`config.mk`:
```
export PLATFORM = sky130hd
export DESIGN_NAME = seq_det_ctrl
export DESIGN_NICKNAME = d
export VERILOG_FILES = /design/src/rtl/seq_det_ctrl_pkg.sv /design/src/rtl/seq_det_match.sv /design/src/rtl/seq_det_ctrl.sv
export SDC_FILE = /design/constraint.sdc
export NUM_CORES = 1
export LEC_CHECK = 0
export CAP_MARGIN = 20
export CORE_MARGIN = 5
export CORE_UTILIZATION = 40
export DETAILED_ROUTE_END_ITERATION = 10
export GPL_TIMING_DRIVEN = 0
export PLACE_DENSITY = 0.7
export SYNTH_ARGS = -nofsm -noshare
export SYNTH_HDL_FRONTEND = slang
export SYNTH_SLANG_ARGS = --single-unit
```
`constraint.sdc`:
```
create_clock -name clk -period 5.7 [get_ports clk]
set_input_delay 0.855 -clock clk [delete_from_list [all_inputs] [get_ports clk]]
set_output_delay 0.855 -clock clk [all_outputs]
set_load 0.02 [all_outputs]
```
`src/rtl/seq_det_ctrl_pkg.sv`:
```
// Shared types, defaults and helpers for the seq_det_ctrl serial pattern detector.
// Optional feature macro used by this slice: SEQ_DET_CTRL_NO_OVERLAP_EN.
package seq_det_ctrl_pkg;

    localparam int DATA_W_DEF = 8;
    localparam int PAT_W_DEF  = 7;
    localparam int CNT_W_DEF  = 8;

    typedef enum logic [1:0] {
        IDLE  = 2'd0,
        WAIT  = 2'd1,
        SHIFT = 2'd2,
        DONE  = 2'd3
    } state_e;

    // A length of zero or one beyond the history depth means "use the full depth".
    function automatic int clamp_len(input int len, input int pat_w);
        int r;
        if ((len == 0) || (len > pat_w)) begin
            r = pat_w;
        end else begin
            r = len;
        end
        return r;
    endfunction

endpackage

```
`src/rtl/seq_det_match.sv`:
```
// Serial matcher: history shift register, saturating seen-count and masked compare.
// With SEQ_DET_CTRL_NO_OVERLAP_EN defined, a match restarts the history (non-overlapping hits).
module seq_det_match
    import seq_det_ctrl_pkg::*;
#(
    parameter  int PAT_W = PAT_W_DEF,
    localparam int LEN_W = $clog2(PAT_W + 1)
) (
    input  logic             clk,
    input  logic             rst_n,
    input  logic             clear,
    input  logic             shift_en,
    input  logic             bit_in,
    input  logic [PAT_W-1:0] pattern,
    input  logic [LEN_W-1:0] len,
    output logic             match
);

    logic [PAT_W-1:0] hist_q, hist_d, hist_next_s, mask_s;
    logic [LEN_W-1:0] seen_q, seen_d, seen_next_s;

    // Compare against the history as it will look after this bit is shifted in.
    always_comb begin
        hist_next_s = {hist_q[PAT_W-2:0], bit_in};
        seen_next_s = (seen_q >= LEN_W'(PAT_W)) ? LEN_W'(PAT_W) : (seen_q + LEN_W'(1));
        for (int i = 0; i < PAT_W; i++) begin
            mask_s[i] = (i < int'(len));
        end
        match  = shift_en && (((hist_next_s ^ pattern) & mask_s) == '0) && (seen_next_s >= len);
        hist_d = hist_q;
        seen_d = seen_q;
        if (clear) begin
            hist_d = '0;
            seen_d = '0;
        end else if (shift_en) begin
`ifdef SEQ_DET_CTRL_NO_OVERLAP_EN
            if (match) begin
                hist_d = '0;
                seen_d = '0;
            end else begin
                hist_d = hist_next_s;
                seen_d = seen_next_s;
            end
`else
            hist_d = hist_next_s;
            seen_d = seen_next_s;
`endif
        end else begin
            hist_d = hist_q;
        end
    end

    // History and seen-count state.
    always_ff @(posedge clk or negedge rst_n) begin
        if (!rst_n) begin
            hist_q <= '0;
            seen_q <= '0;
        end else begin
            hist_q <= hist_d;
            seen_q <= seen_d;
        end
    end

endmodule

```
`src/rtl/seq_det_ctrl.sv`:
```
// Word-to-serial pattern detection controller: handshake, MSB-first serializer, config, hit counter.
// Build option SEQ_DET_CTRL_NO_OVERLAP_EN selects non-overlapping matching in seq_det_match.
module seq_det_ctrl
    import seq_det_ctrl_pkg::*;
#(
    parameter  int DATA_W = DATA_W_DEF,
    parameter  int PAT_W  = PAT_W_DEF,
    parameter  int CNT_W  = CNT_W_DEF,
    localparam int LEN_W  = $clog2(PAT_W + 1)
) (
    input  logic              clk,
    input  logic              rst_n,
    input  logic              cfg_we,
    input  logic [PAT_W-1:0]  cfg_pattern,
    input  logic [LEN_W-1:0]  cfg_len,
    input  logic [CNT_W-1:0]  cfg_thresh,
    input  logic              start,
    input  logic              abort,
    input  logic [DATA_W-1:0] in_data,
    input  logic              in_valid,
    output logic              in_ready,
    output logic              hit,
    output logic [CNT_W-1:0]  hit_cnt,
    output logic              busy,
    output logic              done
);

    localparam int IDX_W = (DATA_W > 1) ? $clog2(DATA_W) : 1;

    state_e            state_q, state_d;
    logic [DATA_W-1:0] word_q, word_d;
    logic [IDX_W-1:0]  idx_q, idx_d;
    logic [PAT_W-1:0]  pat_q, pat_d;
    logic [LEN_W-1:0]  len_q, len_d;
    logic [CNT_W-1:0]  thresh_q, thresh_d, cnt_q, cnt_d, cnt_inc_s;
    logic              hit_q, hit_d, in_ready_q, in_ready_d, busy_q, busy_d, done_q, done_d;
    logic              clear_s, shift_en_s, bit_s, match_s;

    // Kept outside the FSM comb block so the matcher's compare never loops back through it.
    assign shift_en_s = (state_q == SHIFT) && !abort;
    assign clear_s    = start && !abort && ((state_q == IDLE) || (state_q == DONE));
    assign bit_s      = word_q[idx_q];

    seq_det_match #(.PAT_W(PAT_W)) u_match (
        .clk      (clk),
        .rst_n    (rst_n),
        .clear    (clear_s),
        .shift_en (shift_en_s),
        .bit_in   (bit_s),
        .pattern  (pat_q),
        .len      (len_q),
        .match    (match_s)
    );

    // Next-state, datapath and output decode.
    always_comb begin
        state_d   = state_q;
        word_d    = word_q;
        idx_d     = idx_q;
        pat_d     = pat_q;
        len_d     = len_q;
        thresh_d  = thresh_q;
        cnt_d     = cnt_q;
        hit_d     = 1'b0;
        cnt_inc_s = (cnt_q == '1) ? cnt_q : (cnt_q + CNT_W'(1));
        case (state_q)
            IDLE: begin
                if (cfg_we) begin
                    pat_d    = cfg_pattern;
                    len_d    = LEN_W'(clamp_len(int'(cfg_len), PAT_W));
                    thresh_d = cfg_thresh;
                end else begin
                    pat_d = pat_q;
                end
                if (start) begin
                    state_d = WAIT;
                    cnt_d   = '0;
                end else begin
                    state_d = IDLE;
                end
            end
            WAIT: begin
                if (in_valid) begin
                    word_d  = in_data;
                    idx_d   = IDX_W'(DATA_W - 1);
                    state_d = SHIFT;
                end else begin
                    state_d = WAIT;
                end
            end
            SHIFT: begin
                if (match_s) begin
                    hit_d = 1'b1;
                    cnt_d = cnt_inc_s;
                end else begin
                    hit_d = 1'b0;
                end
                // Reaching the threshold drops the rest of the current word.
                if (match_s && (thresh_q != '0) && (cnt_inc_s == thresh_q)) begin
                    state_d = DONE;
                end else if (idx_q == '0) begin
                    state_d = WAIT;
                end else begin
                    idx_d = idx_q - IDX_W'(1);
                end
            end
            DONE: begin
                if (start) begin
                    state_d = WAIT;
                    cnt_d   = '0;
                end else begin
                    state_d = DONE;
                end
            end
            default: begin
                state_d = IDLE;
            end
        endcase
        if (abort) begin
            state_d = IDLE;
            hit_d   = 1'b0;
            cnt_d   = cnt_q;
        end else begin
            hit_d = hit_d;
        end
        in_ready_d = (state_d == WAIT);
        busy_d     = (state_d == WAIT) || (state_d == SHIFT);
        done_d     = (state_d == DONE);
    end

    // Controller state, configuration and registered outputs.
    always_ff @(posedge clk or negedge rst_n) begin
        if (!rst_n) begin
            state_q    <= IDLE;
            word_q     <= '0;
            idx_q      <= '0;
            pat_q      <= '1;
            len_q      <= LEN_W'(PAT_W);
            thresh_q   <= '0;
            cnt_q      <= '0;
            hit_q      <= 1'b0;
            in_ready_q <= 1'b0;
            busy_q     <= 1'b0;
            done_q     <= 1'b0;
        end else begin
            state_q    <= state_d;
            word_q     <= word_d;
            idx_q      <= idx_d;
            pat_q      <= pat_d;
            len_q      <= len_d;
            thresh_q   <= thresh_d;
            cnt_q      <= cnt_d;
            hit_q      <= hit_d;
            in_ready_q <= in_ready_d;
            busy_q     <= busy_d;
            done_q     <= done_d;
        end
    end

    assign in_ready = in_ready_q;
    assign hit      = hit_q;
    assign hit_cnt  = cnt_q;
    assign busy     = busy_q;
    assign done     = done_q;

endmodule

```
Word-level counts from Yosys, hierarchy flattened --
Index checks and enable logic that the tools add are counted.
Operators by class: reductions and logical operators 23, add/sub/neg operators 3, $lt $le $gt $ge 10, bitwise logic cells 3, muxes and demuxes 26, equal/unequal tests 13
Operators with widths (number):
- $mux 8 | 3
- $mux 3 | 7
- $pmux 8 s2 | 1
- $mux 6 | 2
- $mux 2 | 5
- $lt 3x3->1 const A | 3
- $add 8x1->8 const B | 1
- $eq 2x2->1 const B | 4
- $eq 8x8->1 | 1
- $eq 8x8->1 const B | 1
- $ne 2x2->1 const B | 4
- $pmux 2 s4 | 1
- $reduce_and 4->1 | 2
- $reduce_bool 8->1 | 1
- $and 7x7->7 | 1
- $logic_and 1x1->1 | 7
- $logic_not 7->1 | 1
- $xor 7x7->7 | 1
- $logic_not 3->1 | 2
- $lt 1x3->1 const A | 2
- $lt 2x3->1 const A | 2
- $pmux 3 s2 | 1
- $reduce_bool 2->1 | 3
- $mux 1 | 5
- other kinds (14) | 17
Storage, ports and cells: output and inout port bits 12, register bits 52

Longest topological paths before layout --
Gate-level depths: netlist of the first run.
depth in word-level cells 14, gate-level depth with buffers 15

By module --
Synthesis of the first run repeated with hierarchy kept, for this count alone.
Second synthesis, totals: cell total of the unflattened synthesis 301, area total of the unflattened synthesis 3080.5 um^2
Modules (own cells, without submodules):
- seq_det_ctrl | cells each 238, area an instance 2491.1 um^2, seq. area each 1088.5 um^2, instances 1
- seq_det_match | cells each 63, area an instance 589.3 um^2, seq. area each 225.2 um^2, instances 1

Worst setup path before layout of the first run --
No wires, ideal clock.
path kind reg2reg, start point reg cnt_q[1], in the netlist hit_cnt[1], end point reg busy_q, in the netlist busy, clock period less this slack 3.208 ns, data arrival time 3.145 ns, path slack 2.492 ns, required time 5.637 ns, cell stages (with the launch flop) 13, setup time 0.063 ns, buffers on the path 1, cells stage by stage dfrtp_1 > ha_1 > buf_2 > nand4_1 > or2_1 > o21ai_0 > a32oi_1 > or4_4 > o31ai_4 > o21ai_1 > a221oi_2 > ha_1 > inv_1
Between the ends: longest elaborated chain between the ends 9, elaborated cells between the ends (all ways) 11
RTL lines:
- start: declaration | line seq_det_ctrl.sv:35 | logic [CNT_W-1:0] thresh_q, thresh_d, cnt_q, cnt_d, cnt_inc_s;
- start signal: assignment | line seq_det_ctrl.sv:152 | cnt_q <= cnt_d;
- $add 8x1->8 / $eq 8x8->1 (equally long branches) | line seq_det_ctrl.sv:65 | cnt_inc_s = (cnt_q == '1) ? cnt_q : (cnt_q + CNT_W'(1));
- $mux 8 * | line seq_det_ctrl.sv:65
- $eq 8x8->1 * | line seq_det_ctrl.sv:99 | if (match_s && (thresh_q != '0) && (cnt_inc_s == thresh_q)) begin
- $logic_and 1x1->1 * | line seq_det_ctrl.sv:99
- $mux 2 * | line seq_det_ctrl.sv:99
- $pmux 2 s4 * | line seq_det_ctrl.sv:66 | case (state_q)
- $mux 2 * | line seq_det_ctrl.sv:119 | if (abort) begin
- via state_d[0] | line seq_det_ctrl.sv:30 | state_e state_q, state_d;
- $eq 2x1->1 / $eq 2x2->1 (equally long branches) | line seq_det_ctrl.sv:127 | busy_d = (state_d == WAIT) || (state_d == SHIFT);
- $logic_or 1x1->1 * | line seq_det_ctrl.sv:127
- via busy_d | line seq_det_ctrl.sv:36 | logic hit_q, hit_d, in_ready_q, in_ready_d, busy_q, busy_d, done_q, done_d;
- end signal: assignment | line seq_det_ctrl.sv:155 | busy_q <= busy_d;
- end: declaration | line seq_det_ctrl.sv:36
Mark *: on every way through the listed nets, which the timed path passes. The rest lies on a longest branch. A chain may end at the register's enable or synchronous reset.

Worst setup path in the final report of the first run --
Ends and elaborated chain as after synthesis.

==> results of run 1 <==
power breakdown:
part           leakage, uW  internal, uW  total (uW)  switching (uW)
Combinational     0.000838           107         194            87.5
Clock            0.0000506          90.8         224             134
Sequential        0.000636           420         460            40.3
sequential cells by signal, indices dropped and copies added, names as in the netlist:
register        count
busy                1
done                1
hit                 1
hit_cnt             8
idx_q               3
in_ready            1
len_q               3
pat_q               7
state_q             2
thresh_q            8
u_match.hist_q      6
u_match.seen_q      3
word_q              8
through the flow:
stage	util	cell area, um^2	total power, uW
finish	0.502	3620	879
global route	0.502	3620	930
CTS	0.502	3620	889
detailed placement	0.489	3530	663
global placement	0.487	3510	656
floorplan	-	2960	586
critical path, stage by stage, from the launching register on:
cell,delay (ns)
sky130_fd_sc_hd__dfrtp_1,0.55
sky130_fd_sc_hd__ha_1,0.20
sky130_fd_sc_hd__buf_2,0.21
sky130_fd_sc_hd__and4_1,0.33
sky130_fd_sc_hd__nand4b_1,0.15
sky130_fd_sc_hd__o21ai_1,0.16
sky130_fd_sc_hd__mux2i_1,0.12
sky130_fd_sc_hd__or4_4,0.54
sky130_fd_sc_hd__o31ai_4,0.45
sky130_fd_sc_hd__o21ai_1,0.14
sky130_fd_sc_hd__a221oi_2,0.35
sky130_fd_sc_hd__ha_1,0.28
sky130_fd_sc_hd__inv_1,0.05
metal layers:
| layer | global-route usage | up-vias |
|---|---|---|
| met5 | 0 | - |
| met4 | 0.0664 | 0 |
| met3 | 0.0305 | 15 |
| met2 | 0.233 | 47 |
| met1 | 0.208 | 1093 |
| li1 | - | 1120 |
cell usage in the layout (no fill, tap or decap), types with 2 or more instances in the layout:
master | Yosys | final
sky130_fd_sc_hd__clkbuf_1 | 4 | 4
sky130_fd_sc_hd__a31oi_1 | 2 | 2
sky130_fd_sc_hd__clkbuf_8 | 0 | 5
sky130_fd_sc_hd__dfstp_2 | 10 | 10
sky130_fd_sc_hd__nand2b_1 | 6 | 6
sky130_fd_sc_hd__o21ai_1 | 6 | 6
sky130_fd_sc_hd__mux4_2 | 2 | 2
sky130_fd_sc_hd__mux2i_1 | 4 | 4
sky130_fd_sc_hd__a211o_1 | 2 | 2
sky130_fd_sc_hd__nand2_1 | 13 | 13
sky130_fd_sc_hd__buf_2 | 3 | 4
sky130_fd_sc_hd__o22ai_1 | 3 | 3
sky130_fd_sc_hd__nor2_1 | 16 | 16
sky130_fd_sc_hd__nor2b_1 | 6 | 6
sky130_fd_sc_hd__o31ai_1 | 5 | 5
sky130_fd_sc_hd__mux2_2 | 23 | 23
sky130_fd_sc_hd__nor3_1 | 8 | 8
sky130_fd_sc_hd__o21ai_0 | 9 | 9
sky130_fd_sc_hd__a211oi_1 | 2 | 2
sky130_fd_sc_hd__a311oi_1 | 2 | 2
sky130_fd_sc_hd__nand3_1 | 5 | 5
sky130_fd_sc_hd__nand4_1 | 4 | 4
sky130_fd_sc_hd__inv_1 | 14 | 14
sky130_fd_sc_hd__nor3b_1 | 2 | 2
sky130_fd_sc_hd__ha_1 | 15 | 15
sky130_fd_sc_hd__a22o_1 | 7 | 7
sky130_fd_sc_hd__o21bai_1 | 2 | 2
sky130_fd_sc_hd__and2_1 | 3 | 3
sky130_fd_sc_hd__o2111ai_1 | 2 | 2
sky130_fd_sc_hd__dfrtp_1 | 42 | 42
sky130_fd_sc_hd__clkdlybuf4s50_1 | 0 | 42
sky130_fd_sc_hd__a21oi_1 | 20 | 20
sky130_fd_sc_hd__xor2_1 | 8 | 8
sky130_fd_sc_hd__xnor2_1 | 8 | 8
layout make-up:
cell class,count,area [um^2]
buffer,9,48.8
clock buffer,5,68.8
clock inverter,3,26.3
fill,688,3590
inverter,14,52.6
multi-input combinational,204,1540
sequential,52,1310
tap,99,124
timing repair buffer,44,445
cell families (layout without fill, tap and decap cells):
| group | Yosys count | in the layout | share of synthesized area |
|---|---|---|---|
| compound gates | 71 | 71 | 0.164 |
| flops | 52 | 52 | 0.444 |
| simple gates | 73 | 73 | 0.131 |
| xor+xnor | 16 | 16 | 0.0474 |
| fa+ha+maj | 15 | 15 | 0.0634 |
| buf+inv | 23 | 75 | 0.0342 |
| mux | 29 | 29 | 0.116 |
worst max-delay path by stage:
stage / startpoint / end / slack [ns] / cells after the start
final: hit_cnt[1] / busy / 2.11 / 12
after global routing: hit_cnt[1] / busy / 1.86 / 12
after CTS: hit_cnt[1] / busy / 2.10 / 12
after detailed placement: abort / busy / 2.08 / 10
after global placement: abort / busy / 2.10 / 10
after floorplan: hit_cnt[1] / busy / 2.49 / 12
==> Flow_metrics.wiki, run 1 <==
{| class="wikitable"
! Metric !! Value
|-
| Wire length on met3 || 256 um
|-
| Largest net degree at the start of global routing || 30
|-
| Library cell used as clock root buffer || sky130_fd_sc_hd__clkbuf_8
|-
| Total standard cell area after synthesis || between 2000 and 3000 um^2
|-
| Commonest register cell after synthesis || sky130_fd_sc_hd__dfrtp_1
|-
| Uppermost metal layer occupied by signal nets || met4
|-
| Final-layout worst hold slack || 0.506 ns
|-
| FF-to-FF setup slack || about 2.1 ns
|-
| Number of vias per cell after detailed routing || roughly 5.3
|-
| Core region area || around 7200 um^2
|-
| Number of antenna diodes || 0
|-
| Clk sink count || between 50 and 60
|-
| Worst clock skew || about 0.016 ns
|-
| Worst-case setup margin in the final layout || about 2.1 ns
|-
| Area delta synth->final || 22.5%
|-
| Number of instances resized during post-cts repair || 0
|-
| Wirelength per Cell || approximately 15 um
|-
| Area contributors post-synth || sky130_fd_sc_hd__dfrtp_1 36%, sky130_fd_sc_hd__dfstp_2 8.9%, sky130_fd_sc_hd__mux2_2 8.8%, sky130_fd_sc_hd__ha_1 6.3%, sky130_fd_sc_hd__a21oi_1 3.4%
|-
| Final layout net count || around 380
|-
| Placed cell count || 422
|-
| Post-route minimum period || about 3.6 ns
|-
| Sequential cell area fraction in the yosys report || 0.444
|-
| Total track usage || 0.152
|-
| Number of nets in the synthesized netlist || 326
|-
| Setup violation total in the final timing report || 0
|-
| Horizontal die dimension || 96.0 um
|-
| Total of max-cap violations || 0
|-
| WS Path Type || reg -> reg
|-
| CTS tree || built
|-
| Most numerous cell in the Yosys netlist || sky130_fd_sc_hd__dfrtp_1
|-
| Fin crit share || 0.629
|-
| Power density cells || between 200 and 250 nW/um^2
|-
| Starting density of the core || 0.410
|-
| Number of CTS-inserted buffers || 5
|-
| R2R Path End || busy
|-
| Arrival time of data at the critical path endpoint || approximately 3.9 ns
|-
| Number of nets still failing antenna checks after routing || 0
|-
| Initial antenna violation count || 0
|-
| Die boundary height || 96.0 um
|-
| Clock transition time at the flip-flop clock pins of the worst setup and hold paths || 0.11 ns
|-
| Number of DRC violations after detailed routing || 0
|-
| Final weighted congestion in routability-driven placement || about 0.9
|-
| Critical register-to-register path startpoint || hit_cnt[1]
|-
| Number of placement rows || 31
|-
| Required time reported for the critical path endpoint || approximately 6 ns
|-
| First-pass GRT wire length || roughly 11000 um
|-
| Post-Synthesis Cells || 279
|-
| Count of cell types in the netlist || 53
|-
| Clk Latency, worst-skew pair || between 0.3 and 0.4 ns
|-
| Wire length on met1 || about 3000 um
|-
| Number of setup buffers added after CTS || 0
|-
| DP Worst Slack || around 2.1 ns
|-
| Logic depth of the worst register-to-register path || 12
|-
| Setup repair after global routing missed its margin || false
|-
| Post-synth EDFFs || 0
|-
| Max transition margin || 0.587
|-
| Cell types with the highest counts after synthesis || 42 x sky130_fd_sc_hd__dfrtp_1, 23 x sky130_fd_sc_hd__mux2_2, 20 x sky130_fd_sc_hd__a21oi_1, 16 x sky130_fd_sc_hd__nor2_1, 15 x sky130_fd_sc_hd__ha_1
|-
| Fraction of registers with async set/reset || 1.00
|-
| Vias after detailed routing || 2275
|-
| Fmax achieved || 0.279 GHz
|-
| Count of hold buffers inserted by post-cts repair || 0
|-
| Number of pins with negative max-slew slack in the final report || 0
|-
| Number of H-tree levels || 2
|-
| Vias in the first global route || 2322
|-
| Fraction of final layout cells with drive strength greater than 1 || 0.169
|-
| Leading area contributor after synthesis || sky130_fd_sc_hd__dfrtp_1
|-
| Filler-free cell count of the finished design || 430
|-
| Clk buf depth || 2
|-
| Post-Route WL || around 6400 um
|-
| Status || complete, no violations
|-
| Fraction of post-synthesis cell area in the top cell type by area || 0.355
|-
| Worst-Margin Slew || about 0.62 ns
|-
| Placed wire-length estimate || approximately 4900 um
|-
| Maximum resistive drop on vdd || 0.106 mV
|-
| Iter 0 DRT Violations || 85
|-
| Hold/Removal Path Class || in -> async
|-
| Final Hold Violating Endpoints || 0
|-
| CP Launch Type || flop
|-
| Sum Neg Setup Slack || 0 ns
|-
| Input/output buffers || 43
|-
| Type of destination of the critical path || flop
|-
| Mapped Avg Cell Area || 10.6 um^2
|-
| Initial DRT Pass Iterations || 4
|-
| Top-Level Pins || 44
|-
| Routed met2 length || a little under 3000 um
|-
| Leakage power of the design || about 0.0015 uW
|-
| Area of the die || a little over 9000 um^2
|-
| Number of warnings reported in the yosys synthesis log || 0
|-
| Flip-flop and latch count after synthesis || 52
|-
| Largest driver fanout on the critical path || 10
|-
| Global route total overflow || 0
|}
(Power assumes the default switching activity.)
==> run 2, diff against run 1 <==
PLACE_DENSITY = 0.72   (was 0.7)
clock period = 3 ns   (was 5.7 ns; I/O delays follow)
==> run 2 against run 1 <==
Clock-buffer cell count up 2. Final cell count grew 2.3%. Critical path depth stayed put. Worst setup slack lost 2.1 ns. Combinational power is 120% higher. Hold slack worse by 0.47 ns. Clock skew decreased by 0.010 ns. Register-to-register slack lost 2.1 ns. Largest power group unchanged.
==> Flow_metrics.wiki, run 2 (same netlist as run 1, synthesis figures left out) <==
{| class="wikitable"
! Metric !! Value
|-
| Status || complete, no violations
|-
| Worst-Margin Slew || about 0.62 ns
|-
| Delay of the slowest cell on the worst path || between 0.4 and 0.5 ns
|-
| Required time reported for the critical path endpoint || between 3 and 4 ns
|-
| Library cell used as clock root buffer || sky130_fd_sc_hd__clkbuf_8
|-
| Number of nets still failing antenna checks after routing || 0
|-
| Worst clock skew || ~0.0058 ns
|-
| Combinational fraction of design power || 0.251
|-
| Top-Level Pins || 44
|-
| Wirelength per Cell || 15.2 um
|-
| Internal power || around 1200 uW
|-
| Final layout net count || between 300 and 400
|-
| Final Hold Violating Endpoints || 0
|-
| Number of pins with negative max-slew slack in the final report || 0
|-
| Wire length on met3 || around 260 um
|-
| Setup repair after global routing missed its margin || true
|-
| Area of the die || 9220 um^2
|-
| Clk buf depth || 2
|-
| Clk sink count || 52
|-
| Core region area || slightly above 7000 um^2
|-
| Largest net degree at the start of global routing || 41
|-
| Cell-by-cell trace of the critical path || ha_4 > buf_4 > and4_4 > and2_1 > o21ai_1 > mux2i_1 > or4_4 > nor3_2 > o21ai_2 > a311o_1 > ha_1 > inv_1
|-
| Input/output buffers || between 40 and 50
|-
| Total track usage || 0.155
|-
| Number of CTS-inserted buffers || 5
|-
| Routed met2 length || roughly 3300 um
|-
| Horizontal die dimension || between 90 and 100 um
|-
| Overall power consumption || 1680 uW
|-
| Net Switching || 487 uW
|-
| Global route total overflow || 0
|-
| Vias after detailed routing || roughly 2.4k
|-
| Maximum resistive drop on vdd || roughly 0.3 mV
|-
| Starting density of the core || 0.410
|-
| Leakage power of the design || about 0.0016 uW
|-
| Initial antenna violation count || 0
|-
| CTS tree || built
|-
| Number of placement rows || 31
|-
| Number of DRC violations after detailed routing || 0
|-
| Post-route minimum period || slightly below 3 ns
|-
| Number of H-tree levels || 2
|-
| Filler cell count || approximately 670
|-
| FF-to-FF setup slack || ~0.038 ns
|-
| Clock power frac || 0.231
|-
| Commonest non-fill, non-tap cell in the layout || sky130_fd_sc_hd__clkdlybuf4s50_1
|-
| Fraction of power consumed by sequential logic || 0.518
|-
| Die boundary height || about 96 um
|-
| Vias in the first global route || 2400
|-
| Iter 0 DRT Violations || about 140
|-
| First-pass GRT wire length || ~11000 um
|-
| Max transition margin || 0.584
|-
| Critical register-to-register path startpoint || hit_cnt[1]
|-
| Count of hold buffers inserted by post-cts repair || 0
|-
| Fraction of final layout cells with drive strength greater than 1 || 0.249
|-
| Total of max-cap violations || 0
|-
| Core Util, Final || 0.531
|-
| Wire length on met1 || approximately 3000 um
|-
| Largest driver fanout on the critical path || 10
|-
| Area delta synth->final || 29.4%
|-
| Setup violation total in the final timing report || 0
|-
| Final weighted congestion in routability-driven placement || 0.919
|-
| WS Path Type || reg -> reg
|-
| Final-layout worst hold slack || about 0.040 ns
|-
| Top library cells by usage in the layout, fill and taps aside || 42 x sky130_fd_sc_hd__clkdlybuf4s50_1, 39 x sky130_fd_sc_hd__dfrtp_1, 23 x sky130_fd_sc_hd__mux2_2
|-
| Slowest-stage cell, CP || sky130_fd_sc_hd__or4_4
|-
| Type of destination of the critical path || flop
|-
| Clock transition time at the flip-flop clock pins of the worst setup and hold paths || ~0.090 ns
|-
| Number of vias per cell after detailed routing || 5.37
|-
| Power density cells || between 400 and 500 nW/um^2
|-
| Arrival time of data at the critical path endpoint || about 3.2 ns
|-
| Post-Route WL || roughly 6700 um
|-
| R2R Path End || busy
|-
| Fmax achieved || between 0.3 and 0.4 GHz
|-
| Clk Latency, worst-skew pair || ~0.30 ns
|-
| Uppermost metal layer occupied by signal nets || met4
|-
| Initial DRT Pass Iterations || 4
|-
| Placed wire-length estimate || 4860 um
|-
| Switching Share || 0.290
|-
| Number of antenna diodes || 0
|-
| Hold/Removal Path Class || in -> async
|-
| CP Launch Type || flop
|-
| Fin crit share || 0.987
|-
| Logic depth of the worst register-to-register path || 12
|}
[run 2: power groups by stage]
stage          clock network (uW)  logic (uW)  registers, uW
3_3_place_gp                    0         362            888
6_report                      387         421            869
3_5_place_dp                    0         379            891
5_1_grt                       433         466            881
4_1_cts                       399         415            868
2_1_floorplan                   0         243            877
[run 2: metal layers]
layer | global-route usage | vias to the layer above
met3 | 0.0281 | 9
met1 | 0.206 | 1171
met2 | 0.253 | 45
li1 | - | 1136
met4 | 0.0533 | 0
met5 | 0 | -
[run 2: through the flow]
stage | std cells | area, um^2 | setup TNS (ns) | setup WS, ns
floorplan | 279 | 2990 | 0 | 0.00393
global placement | 421 | 3540 | -5.70 | -0.311
detailed placement | 422 | 3560 | -2.01 | -0.380
CTS | 436 | 3720 | 0 | 0.00193
global route | 440 | 3830 | -0.323 | -0.128
finish | 440 | 3830 | 0 | 0.0384
[run 2: how the worst max path moves through the flow]
stage | start | end | slack, ns | depth (start not counted)
after detailed placement | u_match.seen_q[0] | busy | -0.38 | 14
after CTS | hit_cnt[1] | busy | 0.002 | 12
after floorplan | hit_cnt[1] | busy | 0.004 | 11
final | hit_cnt[1] | busy | 0.04 | 12
after global placement | u_match.seen_q[0] | busy | -0.31 | 15
after global routing | u_match.seen_q[1] | busy | -0.13 | 15
[run 2: critical path: cells and delay by family (launching register included)]
kind                       cells  cell delay, ns
and+or+nand+nor                4            1.06
AOI/OAI and AO/OA              3            0.63
DFF                            1            0.45
adders and majority gates      2            0.43
buffers and inverters          2            0.19
muxes                          1            0.11
[run 2: cell type report]
cell class              count  area (um^2)  share of cell area
well taps                  99          124              0.0324
repair buffers             54          520               0.136
inverters                  14         52.6              0.0137
multi-input cells         204         1680               0.439
clock buffers               7         76.3              0.0199
plain buffers               9         53.8              0.0141
clock inverters             1         5.00             0.00131
flip-flops and latches     52         1320               0.344
[run 2: what timing repair did]
action | in CTS | in global routing
pin swaps | 2 | 8
gates resized for setup | 6 | 16
endpoints found under the setup margin | 13 | 13
hold endpoints to repair | 0 | 0
cloned | 0 | 0
buffers inserted | 6 | 4
